===== config.mk =====
export PLATFORM = sky130hd
export DESIGN_NAME = llrf_init_seq
export DESIGN_NICKNAME = d
export VERILOG_FILES = /design/src/rtl/llrf_afe_package.sv /design/src/rtl/sync_2ff.sv /design/src/rtl/llrf_init_seq.sv
export SDC_FILE = /design/constraint.sdc
export NUM_CORES = 1
export LEC_CHECK = 0
export CELL_PAD_IN_SITES_DETAIL_PLACEMENT = 0
export CELL_PAD_IN_SITES_GLOBAL_PLACEMENT = 2
export CORE_MARGIN = 2
export CORE_UTILIZATION = 40
export CTS_CLUSTER_DIAMETER = 50
export DETAILED_ROUTE_END_ITERATION = 8
export PLACE_DENSITY_LB_ADDON = 0.1
export SETUP_SLACK_MARGIN = 0.3
export SLEW_MARGIN = 15
export SYNTH_ARGS = -nofsm -noshare
export SYNTH_HDL_FRONTEND = slang
export SYNTH_SLANG_ARGS = --single-unit

===== constraint.sdc =====
create_clock -name sys_clk -period 8 [get_ports sys_clk]
set_clock_uncertainty 0.15 [all_clocks]
set_input_delay 0.8 -clock sys_clk [delete_from_list [all_inputs] [get_ports sys_clk]]
set_output_delay 0.8 -clock sys_clk [all_outputs]
set_load 0.01 [all_outputs]

===== src/rtl/llrf_afe_package.sv =====
// rtl/llrf_afe_package.sv - shared LLRF AFE types, step indices and helpers
package llrf_afe_package;

  localparam int unsigned INIT_STEPS_MAX = 16;

  localparam logic [3:0] STEP_JC       = 4'd0;
  localparam logic [3:0] STEP_DDS_SYNC = 4'd1;
  localparam logic [3:0] STEP_B2F      = 4'd2;
  localparam logic [3:0] STEP_PHADJ    = 4'd3;

  typedef enum logic [3:0] {
    IDLE,
    CHECK,
    GUARD,
    START,
    WAIT,
    SETTLE,
    NEXT,
    DONE,
    FAIL
  } init_state_t;

  // Counter increment that sticks at all-ones instead of wrapping.
  function automatic logic [31:0] sat_inc32(input logic [31:0] v);
    return (v == 32'hFFFF_FFFF) ? v : v + 32'd1;
  endfunction

endpackage


===== src/rtl/sync_2ff.sv =====
// rtl/sync_2ff.sv - parameterised-width two-flop synchroniser
module sync_2ff #(
  parameter int unsigned WIDTH = 1
) (
  input  logic             clk_i,
  input  logic             rst_i,
  input  logic [WIDTH-1:0] d_i,
  output logic [WIDTH-1:0] q_o
);

  logic [WIDTH-1:0] meta_q;
  logic [WIDTH-1:0] sync_q;

  always_ff @(posedge clk_i or posedge rst_i) begin
    if (rst_i) begin
      meta_q <= '0;
      sync_q <= '0;
    end else begin
      meta_q <= d_i;
      sync_q <= meta_q;
    end
  end

  assign q_o = sync_q;

endmodule


===== src/rtl/llrf_init_seq.sv =====
// rtl/llrf_init_seq.sv - power-up / re-init sequencer for the LLRF AFE stage controllers
module llrf_init_seq
  import llrf_afe_package::*;
#(
  parameter int unsigned N_STEPS     = 8,
  parameter logic [31:0] TIMEOUT_CYC = 32'd100_000_000,
  parameter logic [15:0] SETTLE_CYC  = 16'd1000
) (
  input  logic               sys_clk,
  input  logic               init_reset,
  input  logic               restart,
  input  logic [N_STEPS-1:0] step_en,
  input  logic [N_STEPS-1:0] step_active,
  input  logic [N_STEPS-1:0] step_ready,
  output logic [N_STEPS-1:0] step_start,
  output logic [3:0]         cur_step,
  output logic               busy,
  output logic               done,
  output logic               error,
  output logic [3:0]         err_step
);

  init_state_t        state_q, state_d;
  logic [3:0]         cur_q, cur_d;
  logic [3:0]         err_step_q, err_step_d;
  logic [31:0]        tmo_q, tmo_d;
  logic [15:0]        stl_q, stl_d;
  logic [N_STEPS-1:0] start_q, start_d;
  logic               auto_q;

  logic [N_STEPS-1:0]        active_s, ready_s;
  logic [INIT_STEPS_MAX-1:0] en_w, active_w, ready_w;
  logic                      tmo_hit;
  logic                      settle_end;

  sync_2ff #(.WIDTH(N_STEPS)) u_sync_active (
    .clk_i (sys_clk),
    .rst_i (init_reset),
    .d_i   (step_active),
    .q_o   (active_s)
  );

  sync_2ff #(.WIDTH(N_STEPS)) u_sync_ready (
    .clk_i (sys_clk),
    .rst_i (init_reset),
    .d_i   (step_ready),
    .q_o   (ready_s)
  );

  // Widen to the full 16-step space so cur_q can index directly.
  assign en_w     = INIT_STEPS_MAX'(step_en);
  assign active_w = INIT_STEPS_MAX'(active_s);
  assign ready_w  = INIT_STEPS_MAX'(ready_s);

  assign tmo_hit    = (tmo_q >= (TIMEOUT_CYC - 32'd1));
  assign settle_end = (stl_q >= (SETTLE_CYC - 16'd1));

  always_comb begin
    state_d    = state_q;
    cur_d      = cur_q;
    err_step_d = err_step_q;
    tmo_d      = tmo_q;
    stl_d      = stl_q;

    case (state_q)
      IDLE: begin
        if (auto_q || restart) begin
          state_d    = CHECK;
          cur_d      = STEP_JC;
          err_step_d = '0;
        end
      end

      CHECK: begin
        if (!en_w[cur_q]) begin
          state_d = NEXT;
        end else begin
          state_d = GUARD;
          tmo_d   = '0;
        end
      end

      // A stage still busy from a previous run must drop active before it is started again.
      GUARD: begin
        tmo_d = sat_inc32(tmo_q);
        if (!active_w[cur_q]) begin
          state_d = START;
        end else if (tmo_hit) begin
          state_d    = FAIL;
          err_step_d = cur_q;
        end
      end

      START: begin
        state_d = WAIT;
      end

      // Ready is checked before the timeout so a same-cycle ready still passes.
      WAIT: begin
        tmo_d = sat_inc32(tmo_q);
        if (ready_w[cur_q]) begin
          stl_d   = '0;
          state_d = (SETTLE_CYC == 16'd0) ? NEXT : SETTLE;
        end else if (tmo_hit) begin
          state_d    = FAIL;
          err_step_d = cur_q;
        end
      end

      SETTLE: begin
        if (settle_end) begin
          state_d = NEXT;
        end else begin
          stl_d = stl_q + 16'd1;
        end
      end

      NEXT: begin
        if (cur_q == 4'(N_STEPS - 1)) begin
          state_d = DONE;
        end else begin
          cur_d   = cur_q + 4'd1;
          state_d = CHECK;
        end
      end

      DONE, FAIL: begin
        if (restart) begin
          state_d    = CHECK;
          cur_d      = STEP_JC;
          err_step_d = '0;
        end
      end

      default: begin
        state_d = IDLE;
      end
    endcase

    for (int i = 0; i < int'(N_STEPS); i++) begin
      start_d[i] = (state_d == START) && (cur_q == 4'(i));
    end
  end

  always_ff @(posedge sys_clk or posedge init_reset) begin
    if (init_reset) begin
      state_q    <= IDLE;
      cur_q      <= STEP_JC;
      err_step_q <= '0;
      tmo_q      <= '0;
      stl_q      <= '0;
      start_q    <= '0;
      auto_q     <= 1'b1;
    end else begin
      state_q    <= state_d;
      cur_q      <= cur_d;
      err_step_q <= err_step_d;
      tmo_q      <= tmo_d;
      stl_q      <= stl_d;
      start_q    <= start_d;
      auto_q     <= 1'b0;
    end
  end

  assign step_start = start_q;
  assign cur_step   = cur_q;
  assign err_step   = err_step_q;
  assign busy       = (state_q != IDLE) && (state_q != DONE) && (state_q != FAIL);
  assign done       = (state_q == DONE);
  assign error      = (state_q == FAIL);

endmodule


# Yosys cells after proc, flatten, opt, wreduce, memory -nomap -nowiden
# Index checks and enable logic that the tools add are counted.
[classes]
n_addsub = 3
n_lt_le_gt_ge = 3
n_eq_ne = 28
n_mux = 29
reduce_logical = 24
[op_table]
columns = ["op", "n"]
rows = [
  ["$mux 32", 2],
  ["$pmux 32 s2", 1],
  ["$mux 4", 12],
  ["$add 32x1->32 const B", 1],
  ["$eq 32x32->1 const B", 1],
  ["$eq 4x3->1 const B", 8],
  ["$ge 32x27->1 const B", 1],
  ["$mux 16", 2],
  ["$pmux 16 s2", 1],
  ["$pmux 4 s8", 1],
  ["$eq 4x2->1 const B", 5],
  ["$ne 2x2->1 const B", 9],
  ["$add 16x1->16 const B", 1],
  ["$ge 16x10->1 const B", 1],
  ["$pmux 4 s4", 1],
  ["$bmux 1 s4", 3],
  ["$pmux 4 s3", 1],
  ["$logic_and 1x1->1", 10],
  ["$eq 4x1->1 const B", 2],
  ["$logic_not 4->1", 2],
  ["$reduce_bool 4->1", 2],
  ["$mux 3", 2],
  ["$reduce_and 3->1", 2],
  ["$lt 4x5->1 const B", 1],
  ["other kinds (11)", 15],
]
[word_totals]
regBits = 101
in_bits = 27
elab_cells = 98

# Longest topological paths before layout
# Gate-level depths: netlist (run 1).
[depth]
ltp_word = 6
depth_mapped = 9

# Hierarchy
# A second synthesis (run 1) with hierarchy kept.
[hier_totals]
hier_cells = 431
area_unflattened_um2 = 4733.3
[modules_own_cells]
columns = ["mod", "instances", "cells_per_inst", "area_each_um2", "seq_area_each_um2"]
rows = [
  ["llrf_init_seq", 1, 397, 3925.0, 1727.9],
  ["sync_2ff", 2, 17, 404.1, 400.4],
]

# Worst setup path after synthesis (run 1)
# OpenSTA, ideal clock, no wires.
[synth_path]
path_kind = "input to register"
start = "input step_en[5]"
end = "register tmo_q[19]"
setup_ns = 0.066
t_arrival_ns = 2.220
required_time_ns = 7.784
slack_ns = 5.564
stages = 5
path_buffers = 0
cell_sequence = "mux4_1 -> mux2i_2 -> nor2_1 -> or4_1 -> nand2_1"
[synth_between]
elab_chain_cells = 4
[synth_rtl]
columns = ["item", "line", "source"]
rows = [
  ["start, declared", "llrf_init_seq.sv:12", "input logic [N_STEPS-1:0] step_en,"],
  ["$bmux 1 s4", "llrf_init_seq.sv:75", "if (!en_w[cur_q]) begin"],
  ["$mux 1 (not written as such)", "llrf_init_seq.sv:75", ""],
  ["$ne 2x2->1 (no source line)", "-", ""],
  ["$reduce_and 3->1 (no source line)", "-", ""],
  ["end signal, assigned", "llrf_init_seq.sv:158", "tmo_q <= tmo_d;"],
  ["end, declared", "llrf_init_seq.sv:26", "logic [31:0] tmo_q, tmo_d;"],
]
# Every way passes these cells. The select of a mux whose other input is x is not followed.
# A chain may end at the register's enable or synchronous reset.

# Worst setup path after layout (run 1)
[layout_path]
start = "register state_q[1]"
end = "output error"
[layout_between]
elab_chain_cells = 1
[layout_rtl]
columns = ["item", "line", "source"]
rows = [
  ["start, declared", "llrf_init_seq.sv:23", "init_state_t state_q, state_d;"],
  ["start signal, assigned", "llrf_init_seq.sv:155", "state_q <= state_d;"],
  ["$eq 4x4->1", "llrf_init_seq.sv:170", "assign error = (state_q == FAIL);"],
  ["end, declared", "llrf_init_seq.sv:19", "output logic error,"],
]
# Every way passes these cells.

==> key figures, run 1 <==
Synthesis
  • Post-synth EDFFs: 0
  • Sequential element share of the synthesized area: 0.5289
  • Post-Syn Area per Cell: 10.48 µm²
  • Syn_nets: 489
  • Mapped Area: 4781 µm²
  • Async set-reset flop share out of synthesis: 1.000
  • Synthesized flop and latch total: 101
  • Dominant synthesized flop cell: dfrtp_1
  • Post-synthesis cell count: 456
  • Post-synth cell types: 63
  • Synth warnings: 0

Floorplan
  • Die Ht: about 110 µm
  • Initial core utilization: 0.4134
  • Core ar.: 11560 µm²
  • Site Rows: 39
  • Die area: approximately 13000 µm²
  • Die W: 113.3 µm
  • # IOs: between 40 and 50

Worst setup path
  • Crit path cell chain: nor3_1 -> nand2_1 -> inv_1 -> clkdlybuf4s50_1
  • Crit-path max FO: 17
  • Crit path buf inv count: 2
  • R2r setup slk: 4850 ps
  • RR Startpoint: state_q[1]
  • Reg2Reg Depth: 6
  • CP peak stage delay: roughly 750 ps
  • Kind of critical path: register to output port
  • Crit start category: register
  • Setup crit end kind: output port
  • Critical Path AT: 2490 ps
  • RR Endpoint: tmo_q[15]
  • Crit path required time: 7050 ps
  • Cell family with most CP delay: simple AND/OR/NAND/NOR gates
  • CP max stage cell: nor3_1

Drt
  • Drt pass-1 iters: 6
  • DRC Markers: 0
  • Vias per inst: 5.533
  • Antenna-violating nets left: 0
  • Iteration-0 DRC Markers: 276
  • DR vias: 3563
  • DR WL/cell: 16.53 µm
  • Detailed Route WL: 10.64 mm

Global route
  • First-pass GRT wire length: 18.02 mm
  • All-Layer GR Usage: 0.1816
  • Largest net degree at the start of global routing: 79
  • Initial antenna violation count: 0
  • Vias in the first global route: 3387
  • GRT overflow: 0

Power
  • P_leak: 2.391 nW
  • Power Dens Cells: roughly 260 nW/µm²
  • Peak supply drop: 0.0001449 V

Min path
  • Min-delay src: u_sync_ready.meta_q[4]
  • Worst hold-check path type: register to register
  • Worst Hold End: u_sync_ready.q_o[4]
  • Cells on Worst Hold Path: 0

Clock network
  • CTS tree: yes
  • Sink Count: around 100
  • CTS Buf Count: 9
  • CTS Buffer Depth: 2
  • H-tree depth: 3
  • Hold buffer count at cts: 0
  • Number of setup buffers added after CTS: 0
  • Post-CTS resize count: 0
  • CTS clk-pin slew, worst paths: roughly 80 ps
  • Worst-skew pair later-pin latency: 360 ps
  • CTS root buf: clkbuf_16

Placed design
  • IO Port Bufs: 45
  • DP HPWL: 7.365 mm
  • Gp weighted congestion: 0.8136

Timing
  • Fin Setup TNS: 0 ps
  • Worst slew pin tran: 960.9 ps
  • Final period util: 0.4302
  • Endpoints failing hold: 0
  • WHS: 196.7 ps
  • Post-layout minimum cycle time: 3442 ps
  • Endpoints failing setup: 0
  • Max_slew headroom: 0.3594
  • Unrepaired setup endpoints after global routing: false
  • Max Slew Vio Count: 0
  • FMAX: roughly 290 MHz

Outcome
  • Run status: completed

Finish
  • Area growth from synthesis to layout: 17.22%
  • Sequential cell area: 2529 µm²
  • Share of layout cells above drive strength 1: 0.07385
  • Multi-input logic area: 2091 µm²
  • Final-stage net count: 529
  • Antenna diode count: 0
  • Fillers: roughly 1.1k

Flow run
  • Max Cap Viol: 0
-- metal layers --
layer  global-route usage  wire [µm]  vias up
met5                    0          0        -
met4              0.06179        159        0
met3              0.05410        621       10
met2               0.2555       4556       88
met1               0.2673       5306     1731
li1                     -          -     1734
-- cell type report --
class                   count  area share
clock inverters             7     0.01407
well taps                 143     0.03193
multi-input cells         327      0.3731
inverters                  11    0.007814
flip-flops and latches    101      0.4512
repair buffers             46     0.08171
clock buffers               9     0.04019
-- metrics by stage --
stage | setup slack, ps | util | total power [mW] | cell area (µm²) | instances
detailed placement | 4766 | 0.4583 | 1.052 | 5300 | 628
global route | 4335 | 0.4846 | 1.582 | 5604 | 644
finish | 4558 | 0.4846 | 1.481 | 5604 | 644
floorplan | 4405 | - | 0.9552 | 4781 | 456
CTS | 4577 | 0.4846 | 1.495 | 5604 | 644
global placement | 4799 | 0.4583 | 1.048 | 5300 | 628
-- how the worst max path moves through the flow --
stage	start	endpoint	slack, ps	cells past startpoint
final	state_q[1]	error	4560	4
after global routing	state_q[1]	error	4340	4
after CTS	state_q[1]	error	4580	4
after detailed placement	step_en[5]	tmo_q[19]	4770	6
after global placement	step_en[5]	tmo_q[19]	4800	6
after floorplan	init_reset	cur_step[0]	4400	1
-- synthesized netlist by cell type, types with 3 or more instances --
master,number,area (µm²)
o21ai_1,13,65.06
clkbuf_1,6,22.52
xnor2_1,3,26.28
o21ai_4,3,48.80
and3_1,15,93.84
and4_1,3,26.28
nor3_1,8,40.04
nand2_1,41,153.9
nor2_1,31,116.4
o31ai_1,8,60.06
or3_1,7,43.79
nor4_1,6,37.54
a21o_1,4,30.03
or4_1,5,37.54
o21a_1,3,22.52
nand3_1,16,80.08
buf_6,6,67.56
nand2b_1,5,31.28
o41ai_1,4,35.03
a31oi_1,6,37.54
o211ai_1,3,22.52
and2_1,22,137.6
a21oi_1,18,90.09
mux4_2,3,67.56
inv_1,11,41.29
buf_2,3,15.01
mux2i_1,4,40.04
o2bb2ai_1,3,26.28
dfrtp_1,100,2502
o21ai_0,30,150.1
xor2_1,5,43.79
nand3b_1,3,22.52
nand4_1,9,56.30
ha_1,6,75.07
nor2b_1,9,56.30
-- logic make-up (layout without fill, tap and decap cells) --
family / count (synthesis) / in the layout / share of synthesized area
simple gates: 192 / 192 / 0.2196
xor+xnor: 8 / 8 / 0.01466
other cells: 1 / 1 / 0.0007844
fa+ha+maj: 6 / 6 / 0.01570
buf+inv: 28 / 73 / 0.03376
compound gates: 109 / 109 / 0.1510
mux: 11 / 11 / 0.03559
flops: 101 / 101 / 0.5289
-- report_power, final --
part,total [mW],switching (mW),internal [mW]
clock network,0.442,0.219,0.222
logic,0.431,0.273,0.157
registers,0.609,0.0629,0.546
-- cell usage in the layout, fill, tap and decap left out, types with 7 or more instances in the layout --
cell / netlist / routed
nand2_1: 41 / 41
nor3_1: 8 / 8
a21oi_1: 18 / 18
o31ai_1: 8 / 8
clkdlybuf4s50_1: 0 / 45
clkbuf_16: 0 / 9
and3_1: 15 / 15
or3_1: 7 / 7
and2_1: 22 / 22
nor2_1: 31 / 31
o21ai_0: 30 / 30
nor2b_1: 9 / 9
dfrtp_1: 100 / 100
inv_1: 11 / 10
o21ai_1: 13 / 13
nand3_1: 16 / 16
nand4_1: 9 / 9
-- registers in the layout (all words and copies together), names as in the netlist --
register / cells
cur_step: 4
u_sync_active.q_o: 8
state_q: 4
step_start: 8
auto_q: 1
err_step: 4
u_sync_ready.q_o: 8
stl_q: 16
tmo_q: 32
u_sync_active.meta_q: 8
u_sync_ready.meta_q: 8
No activity file was read; power rests on OpenSTA's default activity.
==> run 2, diff against run 1 <==
CORE_UTILIZATION = 37   (was 40)
clock period = 3.4 ns   (was 8 ns; I/O delays follow)
==> run 2 against run 1 <==
Compared with the run above:
- power grew 130%
- cell area grew 0.92%
- hold slack gained 4.1 ps
- global-route usage shrank 1.4 points
- combinational power grew 140%
- sequential power grew 130%
- core utilization shrank 3.6 points
- via count grew 0.42%
- critical path depth grew 1
- flip-flop and latch count is the same
- critical path type is now register to register
==> key figures, run 2 (same netlist as run 1, synthesis figures left out) <==
Outcome
  • Run status: completed

Timing
  • Final period util: 0.8075
  • Endpoints failing hold: 0
  • Fin Setup TNS: 0 ps
  • Post-layout minimum cycle time: 2746 ps
  • Worst slew pin tran: 902.3 ps
  • Final worst slack: 654.3 ps
  • Endpoints failing setup: 0
  • Max Slew Vio Count: 0
  • FMAX: between 300 and 400 MHz
  • Unrepaired setup endpoints after global routing: false
  • Max_slew headroom: 0.3962

Finish
  • Largest register FFs: 32
  • Highest-count cells in the layout ignoring fill and taps: dfrtp_1, clkdlybuf4s50_1, nand2_1
  • Post-route cell area: 5655 µm²
  • Largest regs: tmo_q x32, stl_q x16
  • Final-stage net count: 533
  • Fillers: 1205
  • Sequential cell area: 2529 µm²
  • Area growth from synthesis to layout: 18.29%
  • Multi-input logic area: 2091 µm²
  • Largest Register: tmo_q
  • Share of layout cells above drive strength 1: 0.07723
  • Most common cell after layout, fill and taps aside: dfrtp_1
  • Antenna diode count: 0

Drt
  • DR vias: 3578
  • DRC Markers: 0
  • Drt pass-1 iters: 4
  • DR WL/cell: 16.12 µm
  • Vias per inst: 5.285
  • Iteration-0 DRC Markers: 223
  • Antenna-violating nets left: 0
  • Detailed Route WL: between 10 and 15 mm

Worst setup path
  • Cell family with most CP delay: multiplexers
  • Crit path buf inv count: 0
  • Crit start category: register
  • Crit path cell chain: mux4_1 -> mux2i_2 -> nor2_1 -> or4_1 -> nand2_1
  • Kind of critical path: register to register
  • RR Endpoint: tmo_q[19]
  • CP max stage cell: dfrtp_1
  • Reg2Reg Depth: 5
  • Crit path required time: 3540 ps
  • R2r setup slk: about 650 ps
  • Setup crit end kind: register
  • RR Startpoint: cur_step[0]
  • CP peak stage delay: roughly 660 ps
  • Critical Path AT: 2880 ps
  • Crit-path max FO: 14

Floorplan
  • # IOs: 46
  • Site Rows: slightly above 40
  • Die Ht: 117.7 µm
  • Die area: roughly 14000 µm²
  • Die W: 117.7 µm
  • Initial core utilization: 0.3788
  • Core ar.: 12620 µm²

Min path
  • Worst Hold End: u_sync_ready.q_o[1]
  • Min-delay src: u_sync_ready.meta_q[1]
  • Cells on Worst Hold Path: 0
  • Worst hold-check path type: register to register

Clock network
  • CTS Buffer Depth: 2
  • H-tree depth: 3
  • Number of setup buffers added after CTS: 0
  • CTS clk-pin slew, worst paths: 80 ps
  • Hold buffer count at cts: 0
  • CTS tree: yes
  • Worst-skew pair later-pin latency: roughly 350 ps
  • Sink Count: 101
  • CTS Buf Count: 9
  • Post-CTS resize count: 0
  • CTS root buf: clkbuf_16

Power
  • Net switching power: 1.264 mW
  • Total power: 3.453 mW
  • P_leak: 2.393 nW
  • Flop pwr share: 0.414
  • Comb pwr share: 0.302
  • Internal power: 2.188 mW
  • Peak supply drop: around 0.00042 V
  • Power Dens Cells: 610.6 nW/µm²
  • Clock share of power: 0.283
  • Switching share of power: 0.3662

Flow run
  • Max Cap Viol: 0

Placed design
  • DP Area: 5380 µm²
  • Dpl ws: 600.6 ps
  • DP HPWL: 7.626 mm
  • Gp weighted congestion: between 0.7 and 0.8
  • IO Port Bufs: 45

Global route
  • GRT overflow: 0
  • Largest net degree at the start of global routing: 49
  • All-Layer GR Usage: 0.1679
  • Vias in the first global route: ~3.5k
  • Initial antenna violation count: 0
  • First-pass GRT wire length: 18.64 mm
## run 2: changes by cell type in the layout (fill, tap and decap cells not counted), sizes merged
| cell | before | now |
|---|---|---|
| clkbuf | 9 | 11 |
| clkinvlp | 0 | 2 |
| buf | 1 | 5 |
| inv | 14 | 12 |
| clkinv | 4 | 2 |
## run 2: worst max-delay path by stage
stage                             end  cells after the start        start
after floorplan             tmo_q[19]                      6  cur_step[0]
after global placement      tmo_q[19]                      5  cur_step[0]
after detailed placement    tmo_q[19]                      5  cur_step[0]
after CTS                   tmo_q[19]                      5  cur_step[0]
after global routing      err_step[2]                      7  cur_step[0]
final                       tmo_q[19]                      5  cur_step[0]
## run 2: routing by layer
layer | share of wire | GRT usage | up-vias | routed length, µm
met5 | 0 | 0 | - | 0
met4 | 0.0050 | 0.04744 | 0 | 55
met3 | 0.038 | 0.04409 | 4 | 417
met2 | 0.45 | 0.2496 | 66 | 4962
met1 | 0.50 | 0.2416 | 1770 | 5475
li1 | - | - | 1738 | -
## run 2: layout make-up
type                            count  share of cell area
Clock buffer                       11             0.04115
Clock inverter                      5            0.007522
Inverter                           11            0.007965
Multi-Input combinational cell    327              0.3697
Sequential cell                   101              0.4471
Tap cell                          172             0.03805
Timing Repair Buffer               50             0.08850
## run 2: power by group through the flow
stage	Clock [mW]	Combinational [mW]	Sequential, mW
finish	0.978	1.04	1.43
global route	1.06	1.19	1.45
CTS	1.02	1.06	1.43
detailed placement	0	1.06	1.45
global placement	0	1.05	1.45
floorplan	0	0.880	1.37
## run 2: per-stage QoR
step           instances  utilization  hold slack [ps]
5_1_grt              677       0.4481            207.4
4_1_cts              677       0.4481            204.1
3_5_place_dp         661       0.4263            184.7
6_report             677       0.4481            200.8
3_3_place_gp         661       0.4263            182.4
2_1_floorplan        456            -            181.2
==> run 3, diff against run 2 <==
CORE_UTILIZATION = 34   (was 37)
clock period = 2.4 ns   (was 3.4 ns; I/O delays follow)
==> run 3 against run 2 <==
Compared with the run above:
- highest routed layer unchanged
- non-clock buffer count is 92 higher
- wire length is 14% higher
- critical path depth is 3 higher
- largest power group is now combinational logic
- global-route usage is 0.88 points higher
- setup slack worse by 550 ps
- first-iteration DRC count is 20% lower
- sequential power is 34% higher
- critical endpoint unchanged
- combinational power grew to 3.1 times the previous value
- core utilization is 5.7 points higher
==> key figures, run 3 (same netlist as run 1, synthesis figures left out) <==
Placed design
  • DP HPWL: 8.277 mm
  • IO Port Bufs: 45
  • Gp weighted congestion: 0.7922
  • Dpl ws: -85.76 ps
  • DP Area: between 5000 and 6000 µm²

Floorplan
  • Site Rows: 43
  • Die area: 15030 µm²
  • Die W: 122.6 µm
  • Initial core utilization: 0.3458
  • Die Ht: 122.6 µm
  • Core ar.: 13830 µm²
  • # IOs: 46

Finish
  • Final Util: 0.5048
  • Highest-count cells in the layout ignoring fill and taps: dfrtp_1, buf_4, clkdlybuf4s50_1
  • Post-route cell area: 6979 µm²
  • Largest regs: tmo_q x32, stl_q x16
  • Fillers: between 1k and 1.5k
  • Share of layout cells above drive strength 1: 0.3417
  • Largest register FFs: 32
  • Most common cell after layout, fill and taps aside: dfrtp_1
  • Antenna diode count: 0
  • Multi-input logic area: 2454 µm²
  • Final-stage net count: 625
  • Largest Register: tmo_q
  • Area growth from synthesis to layout: 45.98%
  • Sequential cell area: 2531 µm²

Outcome
  • Run status: completed

Worst setup path
  • CP max stage cell: or4_4
  • Crit path required time: 2540 ps
  • Crit-path max FO: 8
  • Setup crit end kind: register
  • Critical Path AT: 2440 ps
  • CP peak stage delay: 530 ps
  • Crit start category: register
  • Crit path cell chain: buf_6 -> or4_4 -> o21ai_4 -> o21ai_4 -> buf_12 -> buf_12 -> or4_1 -> nand2_1
  • Kind of critical path: register to register

Timing
  • Max Slew Vio Count: 0
  • Final worst slack: 99.37 ps
  • FMAX: roughly 430 MHz
  • Endpoints failing hold: 0
  • Post-layout minimum cycle time: 2301 ps
  • Endpoints failing setup: 0
  • Unrepaired setup endpoints after global routing: true
  • Final period util: 0.9586
  • WHS: 165.0 ps

Drt
  • Antenna-violating nets left: 0
  • Drt pass-1 iters: 4
  • Iteration-0 DRC Markers: 178
  • Vias per inst: between 5 and 6
  • DR WL/cell: roughly 16 µm
  • DRC Markers: 0
  • DR vias: 3935
  • Detailed Route WL: 12.40 mm

Clock network
  • Hold buffer count at cts: 0
  • Worst-skew pair later-pin latency: 350 ps
  • CTS root buf: clkbuf_16
  • CTS clk-pin slew, worst paths: around 70 ps
  • CTS Buf Count: 9
  • Sink Count: a little over 100
  • H-tree depth: 3
  • CTS tree: yes
  • CTS Buffer Depth: 2

Global route
  • Vias in the first global route: around 3.9k
  • All-Layer GR Usage: 0.1767
  • Largest net degree at the start of global routing: 74
  • Initial antenna violation count: 0
  • First-pass GRT wire length: a little over 20 mm
  • GRT overflow: 0

Power
  • Power Dens Cells: 951.4 nW/µm²
  • Total power: 6.640 mW
  • P_leak: a little over 3 nW
  • Peak supply drop: about 0.00044 V

Min path
  • Worst hold-check path type: input port to register

Flow run
  • Max Cap Viol: 0
[run 3: cell count changes in the layout (fill, tap and decap cells not counted), sizes merged]
cell and delta:
buf +91, clkdlybuf4s50 -3, clkinv -2, inv +2, bufinv +1, clkbuf +1, clkinvlp +1, dlygate4sd2 +1
[run 3: path summary, 6_finish.rpt]
kind	start	endpoint	slack [ps]	cells after the start
max	state_q[2]	tmo_q[19]	100	8
min	step_active[7]	u_sync_active.meta_q[7]	160	1
max reg2reg	state_q[2]	tmo_q[19]	100	8
min reg2reg	u_sync_ready.meta_q[7]	u_sync_ready.q_o[7]	200	0
max in group asynchronous	init_reset	auto_q	1550	3
min in group asynchronous	init_reset	tmo_q[0]	180	3
[run 3: final cells by class]
cell class / count / share of cell area
Sequential cell: 101 / 0.3627
Multi-Input combinational cell: 327 / 0.3516
Timing Repair Buffer: 142 / 0.2022
Clock buffer: 9 / 0.03227
Tap cell: 180 / 0.03227
Clock inverter: 7 / 0.01255
Inverter: 11 / 0.006454
[run 3: what timing repair did]
item | in CTS | in global routing
buffers inserted | 30 | 10
setup endpoints to repair | 49 | 62
resized for setup | 65 | 74
pin swaps | 26 | 31
gates cloned | 1 | 2
[run 3: report_power, final]
part / internal, mW / switching [mW]
sequential: 1.82 / 0.0876
combinational: 1.63 / 1.55
clock: 0.835 / 0.710
total: 4.29 / 2.35
[run 3: metal layers]
layer | global-route usage | routed length, µm | vias up
met2 | 0.2625 | 5463 | 59
met3 | 0.03532 | 502 | 10
met4 | 0.06034 | 165 | 0
met1 | 0.2572 | 6264 | 1935
met5 | 0 | 0 | -
li1 | - | - | 1931
[run 3: critical path, delay by kind of cell, from the launching register on]
kind	cells	cell delay, ps
and+or+nand+nor	3	990
buffers and inverters	3	410
DFF	1	400
AOI/OAI and AO/OA	2	290
[run 3: metrics by stage]
stage / cells / TNS, ps
floorplan: 456 / 0
global placement: 718 / -60.31
detailed placement: 718 / -115.1
CTS: 765 / 0
global route: 777 / 0
finish: 777 / 0
